**config.mk**
```make
export PLATFORM = sky130hd
export DESIGN_NAME = audio_mix_seq
export DESIGN_NICKNAME = d
export VERILOG_FILES = /design/src/rtl/audio_mix_seq.sv
export SDC_FILE = /design/constraint.sdc
export NUM_CORES = 1
export LEC_CHECK = 0
export CORE_MARGIN = 4
export CORE_UTILIZATION = 55
export CTS_CLUSTER_DIAMETER = 100
export DETAILED_ROUTE_END_ITERATION = 10
export GPL_TIMING_DRIVEN = 0
export PLACE_DENSITY = 0.77
export SLEW_MARGIN = 5
export SYNTH_ARGS = -nofsm -noshare
export SYNTH_HDL_FRONTEND = slang
export SYNTH_SLANG_ARGS = --single-unit
```
**constraint.sdc**
```tcl
create_clock -name ex_clk_27m -period 11.65 [get_ports ex_clk_27m]
set_clock_uncertainty 0.05 [all_clocks]
set_input_delay 2.33 -clock ex_clk_27m [delete_from_list [all_inputs] [get_ports ex_clk_27m]]
set_output_delay 2.33 -clock ex_clk_27m [all_outputs]
set_load 0.02 [all_outputs]
```
**src/rtl/audio_mix_seq.sv**
```systemverilog
// audio_mix_seq: N-channel sequential audio mixer.
// Once per sample tick every channel is snapshotted together with its gain and
// mute setting, then the channels are scaled and summed one per clock. The sum
// is clamped to the output range and presented as an offset-binary sample.
// Gain, mute and channel select are programmed through three I/O ports.
module audio_mix_seq #(
  parameter int         NCH       = 4,
  parameter int         IW        = 16,
  parameter int         GW        = 4,
  parameter logic [7:0] CH_SIGNED = 8'b0000_0000,
  parameter int         SMP_DIV   = 608,
  parameter logic [7:0] IO_BASE   = 8'h48
) (
  input  logic              ex_clk_27m,
  input  logic              reset_n,
  input  logic [7:0]        io_addr,
  input  logic [7:0]        io_data,
  input  logic              io_wr_n,
  input  logic [NCH*IW-1:0] ch_data,
  output logic [IW-1:0]     out_sample,
  output logic              out_valid,
  output logic              clip,
  output logic              busy
);

  localparam int IDXW = (NCH > 1) ? $clog2(NCH) : 1;
  localparam int DW   = (SMP_DIV > 1) ? $clog2(SMP_DIV) : 1;
  // Accumulator is wide enough that NCH full-scale terms at maximum gain never wrap.
  localparam int AW   = IW + GW + $clog2(NCH) + 1;
  // Product of an (IW+1)-bit sample and a (GW+1)-bit non-negative gain.
  localparam int PW   = IW + GW + 2;

  localparam logic signed [AW-1:0] SAT_MAX = {{(AW-IW+1){1'b0}}, {(IW-1){1'b1}}};
  localparam logic signed [AW-1:0] SAT_MIN = {{(AW-IW+1){1'b1}}, {(IW-1){1'b0}}};
  localparam logic [GW-1:0]        GAIN_UNITY = {1'b1, {(GW-1){1'b0}}};
  localparam logic [IW-1:0]        OUT_MID    = {1'b1, {(IW-1){1'b0}}};

  typedef enum logic [2:0] {
    ST_IDLE  = 3'd0,
    ST_LATCH = 3'd1,
    ST_ACC   = 3'd2,
    ST_SAT   = 3'd3,
    ST_OUT   = 3'd4
  } state_t;

  // Offset binary and two's complement differ only in the MSB.
  function automatic logic [IW-1:0] to_offset(input logic [IW-1:0] v);
    return {~v[IW-1], v[IW-2:0]};
  endfunction

  // ---------------------------------------------------------------------------
  // I/O bus decode
  // ---------------------------------------------------------------------------
  logic           wr_prev_r;
  logic           wr_fall_s;
  logic           sel_wr_s;
  logic           gain_wr_s;
  logic           clr_wr_s;
  logic           sel_ok_s;
  logic [2:0]     select_r;
  logic [GW-1:0]  gain_r [NCH];
  logic [NCH-1:0] mute_r;
  logic           unused_io_s;

  // A write is taken only on the clock that sees io_wr_n go from 1 to 0,
  // so a strobe held low for several clocks counts once.
  assign wr_fall_s   = wr_prev_r & ~io_wr_n;
  assign sel_wr_s    = wr_fall_s & (io_addr == IO_BASE);
  assign gain_wr_s   = wr_fall_s & (io_addr == (IO_BASE + 8'd1));
  assign clr_wr_s    = wr_fall_s & (io_addr == (IO_BASE + 8'd2));
  assign sel_ok_s    = ({1'b0, select_r} < 4'(NCH));
  assign unused_io_s = ^io_data;

  // Previous write-strobe level for falling-edge detection.
  always_ff @(posedge ex_clk_27m or negedge reset_n) begin
    if (!reset_n) begin
      wr_prev_r <= 1'b1;
    end else begin
      wr_prev_r <= io_wr_n;
    end
  end

  // Channel select register.
  always_ff @(posedge ex_clk_27m or negedge reset_n) begin
    if (!reset_n) begin
      select_r <= 3'd0;
    end else if (sel_wr_s) begin
      select_r <= io_data[2:0];
    end
  end

  // Live gain/mute registers; a select beyond the last channel drops the write.
  always_ff @(posedge ex_clk_27m or negedge reset_n) begin
    if (!reset_n) begin
      for (int k = 0; k < NCH; k++) begin
        gain_r[k] <= GAIN_UNITY;
      end
      mute_r <= {NCH{1'b0}};
    end else if (gain_wr_s && sel_ok_s) begin
      gain_r[select_r[IDXW-1:0]] <= io_data[GW-1:0];
      mute_r[select_r[IDXW-1:0]] <= io_data[7];
    end
  end

  // ---------------------------------------------------------------------------
  // Sample-rate divider
  // ---------------------------------------------------------------------------
  logic [DW-1:0] div_cnt_r;
  logic          tick_s;

  assign tick_s = (div_cnt_r == DW'(SMP_DIV - 1));

  // Free-running divider; keeps counting whatever the sequencer is doing.
  always_ff @(posedge ex_clk_27m or negedge reset_n) begin
    if (!reset_n) begin
      div_cnt_r <= {DW{1'b0}};
    end else if (tick_s) begin
      div_cnt_r <= {DW{1'b0}};
    end else begin
      div_cnt_r <= div_cnt_r + DW'(1);
    end
  end

  // ---------------------------------------------------------------------------
  // Sequencer
  // ---------------------------------------------------------------------------
  state_t          state_r;
  state_t          state_nxt_s;
  logic [IDXW-1:0] idx_r;
  logic            last_ch_s;

  assign last_ch_s = (idx_r == IDXW'(NCH - 1));

  // State register.
  always_ff @(posedge ex_clk_27m or negedge reset_n) begin
    if (!reset_n) begin
      state_r <= ST_IDLE;
    end else begin
      state_r <= state_nxt_s;
    end
  end

  // Next-state logic: one frame is LATCH, NCH ACC cycles, SAT, OUT.
  always_comb begin
    state_nxt_s = state_r;
    case (state_r)
      ST_IDLE: begin
        if (tick_s) begin
          state_nxt_s = ST_LATCH;
        end else begin
          state_nxt_s = ST_IDLE;
        end
      end
      ST_LATCH: state_nxt_s = ST_ACC;
      ST_ACC: begin
        if (last_ch_s) begin
          state_nxt_s = ST_SAT;
        end else begin
          state_nxt_s = ST_ACC;
        end
      end
      ST_SAT:  state_nxt_s = ST_OUT;
      ST_OUT:  state_nxt_s = ST_IDLE;
      default: state_nxt_s = ST_IDLE;
    endcase
  end

  // ---------------------------------------------------------------------------
  // Datapath
  // ---------------------------------------------------------------------------
  logic [IW-1:0]         snap_ch_r   [NCH];
  logic [GW-1:0]         snap_gain_r [NCH];
  logic [NCH-1:0]        snap_mute_r;
  logic signed [AW-1:0]  acc_r;
  logic [IW-1:0]         cur_ch_s;
  logic signed [IW:0]    cur_s_s;
  logic signed [PW-1:0]  prod_s;
  logic signed [PW-1:0]  scaled_s;
  logic signed [AW-1:0]  term_s;
  logic [IW-1:0]         clamp_s;
  logic                  sat_s;

  // Scale the current channel: convert to signed, multiply by gain, drop the
  // unity-gain fraction bits with an arithmetic shift, zero it when muted.
  always_comb begin
    cur_ch_s = snap_ch_r[idx_r];
    if (CH_SIGNED[idx_r]) begin
      cur_s_s = {cur_ch_s[IW-1], cur_ch_s};
    end else begin
      cur_s_s = {~cur_ch_s[IW-1], ~cur_ch_s[IW-1], cur_ch_s[IW-2:0]};
    end
    prod_s   = PW'(cur_s_s) * PW'($signed({1'b0, snap_gain_r[idx_r]}));
    scaled_s = prod_s >>> (GW - 1);
    if (snap_mute_r[idx_r]) begin
      term_s = {AW{1'b0}};
    end else begin
      term_s = AW'(scaled_s);
    end
  end

  // Clamp the finished sum to the signed IW-bit range.
  always_comb begin
    if (acc_r > SAT_MAX) begin
      clamp_s = SAT_MAX[IW-1:0];
      sat_s   = 1'b1;
    end else if (acc_r < SAT_MIN) begin
      clamp_s = SAT_MIN[IW-1:0];
      sat_s   = 1'b1;
    end else begin
      clamp_s = acc_r[IW-1:0];
      sat_s   = 1'b0;
    end
  end

  // Frame snapshot and sequential accumulation. Gains are copied here so a
  // write landing mid-frame only takes effect on the following frame.
  always_ff @(posedge ex_clk_27m or negedge reset_n) begin
    if (!reset_n) begin
      for (int k = 0; k < NCH; k++) begin
        snap_ch_r[k]   <= {IW{1'b0}};
        snap_gain_r[k] <= GAIN_UNITY;
      end
      snap_mute_r <= {NCH{1'b0}};
      acc_r       <= {AW{1'b0}};
      idx_r       <= {IDXW{1'b0}};
    end else begin
      case (state_r)
        ST_LATCH: begin
          for (int k = 0; k < NCH; k++) begin
            snap_ch_r[k]   <= ch_data[k*IW +: IW];
            snap_gain_r[k] <= gain_r[k];
          end
          snap_mute_r <= mute_r;
          acc_r       <= {AW{1'b0}};
          idx_r       <= {IDXW{1'b0}};
        end
        ST_ACC: begin
          acc_r <= acc_r + term_s;
          idx_r <= idx_r + IDXW'(1);
        end
        default: begin
          acc_r <= acc_r;
          idx_r <= idx_r;
        end
      endcase
    end
  end

  // ---------------------------------------------------------------------------
  // Outputs
  // ---------------------------------------------------------------------------
  logic [IW-1:0] out_sample_r;
  logic          out_valid_r;
  logic          clip_r;
  logic          busy_r;
  logic          sat_hit_s;

  assign sat_hit_s = (state_r == ST_SAT) & sat_s;

  // Registered outputs: sample and valid pulse appear in the OUT cycle, clip is
  // sticky with set beating a simultaneous clear, busy spans LATCH..OUT.
  always_ff @(posedge ex_clk_27m or negedge reset_n) begin
    if (!reset_n) begin
      out_sample_r <= OUT_MID;
      out_valid_r  <= 1'b0;
      clip_r       <= 1'b0;
      busy_r       <= 1'b0;
    end else begin
      out_valid_r <= (state_r == ST_SAT);
      busy_r      <= (state_nxt_s != ST_IDLE);
      if (state_r == ST_SAT) begin
        out_sample_r <= to_offset(clamp_s);
      end
      if (sat_hit_s) begin
        clip_r <= 1'b1;
      end else if (clr_wr_s) begin
        clip_r <= 1'b0;
      end
    end
  end

  assign out_sample = out_sample_r;
  assign out_valid  = out_valid_r;
  assign clip       = clip_r;
  assign busy       = busy_r;

endmodule
```
==> metrics <==
status=completed; Final Hold Vio Count=0; r2r worst-path depth=29; clk sinks=165; routing usage on met1=0.297; CP dominant cell by count=o21ai_0; Worst setup SP type=flip-flop; filler instances=1368; commonest non-fill, non-tap cell in the layout=dfrtp_1; largest family of logic cells by synthesized area=multiplexers; Synth Area in XOR/XNOR=0.0296; vias per std cell=5.68; reg2reg end=acc_r[22]; top_reg_cell synth=dfrtp_1; Worst-Margin Slew=0.881 ns; core footprint=0.0182 mm2; distinct cell type count after synthesis=63; number of gates resized after CTS=0; Post-Synth Adder-Cell Area=0.142; full die area=0.0211 mm2; Overall Global Routing Usage=0.221; layout cell share with drive strength beyond 1=0.171; fraction of registers with async set/reset=1.00; min-delay src=out_sample[13]; Hold WC Path Type=reg2reg; row cnt=49; Post-Synth Simple-Gate Area=0.121; fin. max-slew vios=0; CTS clock-pin slew for the worst setup and hold paths=0.08 ns; most frequent cells in the layout=dfrtp_1, mux2_2, clkdlybuf4s50_1; DPL Wire Length=17.3 mm; GRT overflow=0; Synth Cell Area=0.0103 mm2; initial antenna violation count=0; Global Route met2 Usage=0.375; Fin Setup TNS=0 ns; Slew HR=0.411; syn nets=1130; Tot Pwr=1.19 mW; gpl congestion=0.836; Fmax achieved=109 MHz; number of flops mapped to enable cells by yosys=0; yosys warns=0; Seq cells post-synth=165; Pre-Repair DR Iteration Count=4; hold-fix buffers at CTS=0; Final #Nets=1248; peak supply drop=0.000111 V; P_leak=6.03 nW; largest net degree at the start of global routing=120; GRT busiest layer=met2; post-synthesis mux area share=0.168; CTS buffer count=17; crit-path max cell delay=0.70 ns; die height=145 um; Min-Delay Path Depth=2; I/O Pins=102; setup violators final=0; Critical-path top delay cell=clkbuf_1; max cap viols=0; sequential cell area=0.00414 mm2; Placed Instances=1279; Post-DP Area=0.0116 mm2; Register-to-Register Setup Slack=2.49 ns; Final Cell Area=0.0123 mm2; syn_area_per_cell=10.9 um2; Longest Clk Path Bufs=2; Critical Path RT=11.91 ns; Critical Path AT=9.42 ns; IO buf count=98; Detail Route Antenna Nets=0; Seq/Total Area, Yosys=0.400; Post-Syn Instances=951; met3 Usage GRT=0.0352; total setup buffers inserted after CTS=0; fin crit share=0.787; Area growth, synth to finish=18.6%; Starting DRT DRC Count=376; DR DRC count=0; htree depth=4; CTS tree=built; Setup crit end kind=flip-flop; reg2reg start=idx_r[0]; die width=145 um; number of antenna diodes=0; Setup CP Type=reg2reg; Hold Crit Endpoint=out_sample[13]; vias in the first global route=7688; minimum clock period after layout=9.16 ns; Post-Route WL=22.9 mm; worst setup path startpoint=idx_r[0]; clk_lat worst skew=0.43 ns; Initial Utilization=0.568; Power Dens Cells=96.7 mW/mm2; first-pass GRT wire length=38.3 mm; RSZ-0062 raised after global routing=no; Multi-input gate area=0.00574 mm2; clock root buffer=clkbuf_16; worst-path fanout max=10; routed len/inst=17.5 um; Post-Layout Cell Count=1311; routed vias=7450; post-synthesis compound-gate area fraction=0.0946
[stage by stage]
stage	utilization	setup slack (ns)	hold slack [ns]
4_1_cts	0.673	2.50	0.438
3_5_place_dp	0.639	2.59	0.418
2_1_floorplan	-	3.87	0.396
5_1_grt	0.673	1.76	0.450
3_3_place_gp	0.638	1.52	0.412
6_report	0.673	2.49	0.428
[cells by family (layout without fill, tap and decap cells)]
family | count (synthesis) | after routing
multiplexers | 133 | 133
AND/OR/NAND/NOR | 246 | 246
buffers and inverters | 118 | 249
AO/OA/AOI/OAI | 158 | 158
adder cells (fa/ha/maj) | 96 | 96
flip-flops | 165 | 165
XOR/XNOR | 35 | 35
[flip-flops by register name, indices dropped and copies added, names as in the netlist]
| register | count |
|---|---|
| snap_ch_r | 64 |
| snap_gain_r | 16 |
| idx_r | 2 |
| mute_r | 4 |
| state_r | 3 |
| out_valid | 1 |
| clip | 1 |
| gain_r | 16 |
| snap_mute_r | 4 |
| div_cnt_r | 10 |
| out_sample | 16 |
| acc_r | 23 |
| busy | 1 |
| select_r | 3 |
| wr_prev_r | 1 |
[synthesized netlist by cell type (4+ instances only)]
| master | number | share of area |
|---|---|---|
| mux2_2 | 109 | 0.12 |
| dfrtp_1 | 155 | 0.38 |
| o21ai_1 | 4 | 0.0019 |
| nand2b_1 | 7 | 0.0042 |
| and3_1 | 5 | 0.0030 |
| a21oi_1 | 29 | 0.014 |
| xor2_1 | 15 | 0.013 |
| fa_1 | 35 | 0.068 |
| nor2_1 | 46 | 0.017 |
| dfstp_2 | 10 | 0.025 |
| a22o_1 | 5 | 0.0042 |
| xnor2_1 | 20 | 0.017 |
| o21bai_1 | 5 | 0.0036 |
| a21boi_0 | 5 | 0.0036 |
| ha_1 | 61 | 0.074 |
| nor2b_1 | 13 | 0.0079 |
| nor3_1 | 15 | 0.0073 |
| or3_1 | 6 | 0.0036 |
| inv_1 | 84 | 0.030 |
| a21o_1 | 14 | 0.010 |
| clkbuf_1 | 30 | 0.011 |
| and2_1 | 46 | 0.028 |
| nand4_1 | 4 | 0.0024 |
| o21ai_0 | 69 | 0.033 |
| nand3_1 | 11 | 0.0053 |
| nand2_1 | 72 | 0.026 |
| a211oi_1 | 4 | 0.0029 |
| mux4_2 | 18 | 0.039 |
[how the worst max path moves through the flow]
stage | slack [ns] | cells after the start | to
5_1_grt | 1.76 | 29 | acc_r[22]
4_1_cts | 2.50 | 29 | acc_r[22]
2_1_floorplan | 3.87 | 29 | acc_r[22]
3_5_place_dp | 2.59 | 29 | acc_r[22]
6_report | 2.49 | 29 | acc_r[22]
3_3_place_gp | 1.52 | 1 | snap_ch_r[62]
[power breakdown]
group	leakage, nW	internal (mW)	total (mW)	switching [mW]
Clock	0.300	0.298	0.569	0.271
Combinational	3.48	0.0255	0.0423	0.0168
Sequential	2.25	0.574	0.574	0.000649
[final cells by class]
| cell class | instances | share of cell area |
|---|---|---|
| multi-input cells | 668 | 0.468 |
| well taps | 229 | 0.0234 |
| clock inverters | 14 | 0.0147 |
| clock buffers | 18 | 0.0358 |
| flip-flops and latches | 165 | 0.338 |
| repair buffers | 99 | 0.0827 |
| plain buffers | 33 | 0.0113 |
| inverters | 85 | 0.0262 |
[worst max-delay path, delay by kind of cell, from the launching register on]
family                     cells  cell delay [ns]
buffers and inverters          5             1.60
and+or+nand+nor                5             1.05
adders and majority gates      5             1.85
DFF                            1             0.38
muxes                          3             1.32
AOI/OAI and AO/OA             11             2.77
[metal layers]
metal | part of all wire | vias to the layer above
met4 | 0.017 | 0
met2 | 0.50 | 179
met5 | 0 | -
met1 | 0.44 | 3702
met3 | 0.041 | 35
li1 | - | 3534
(Power assumes the default switching activity.)
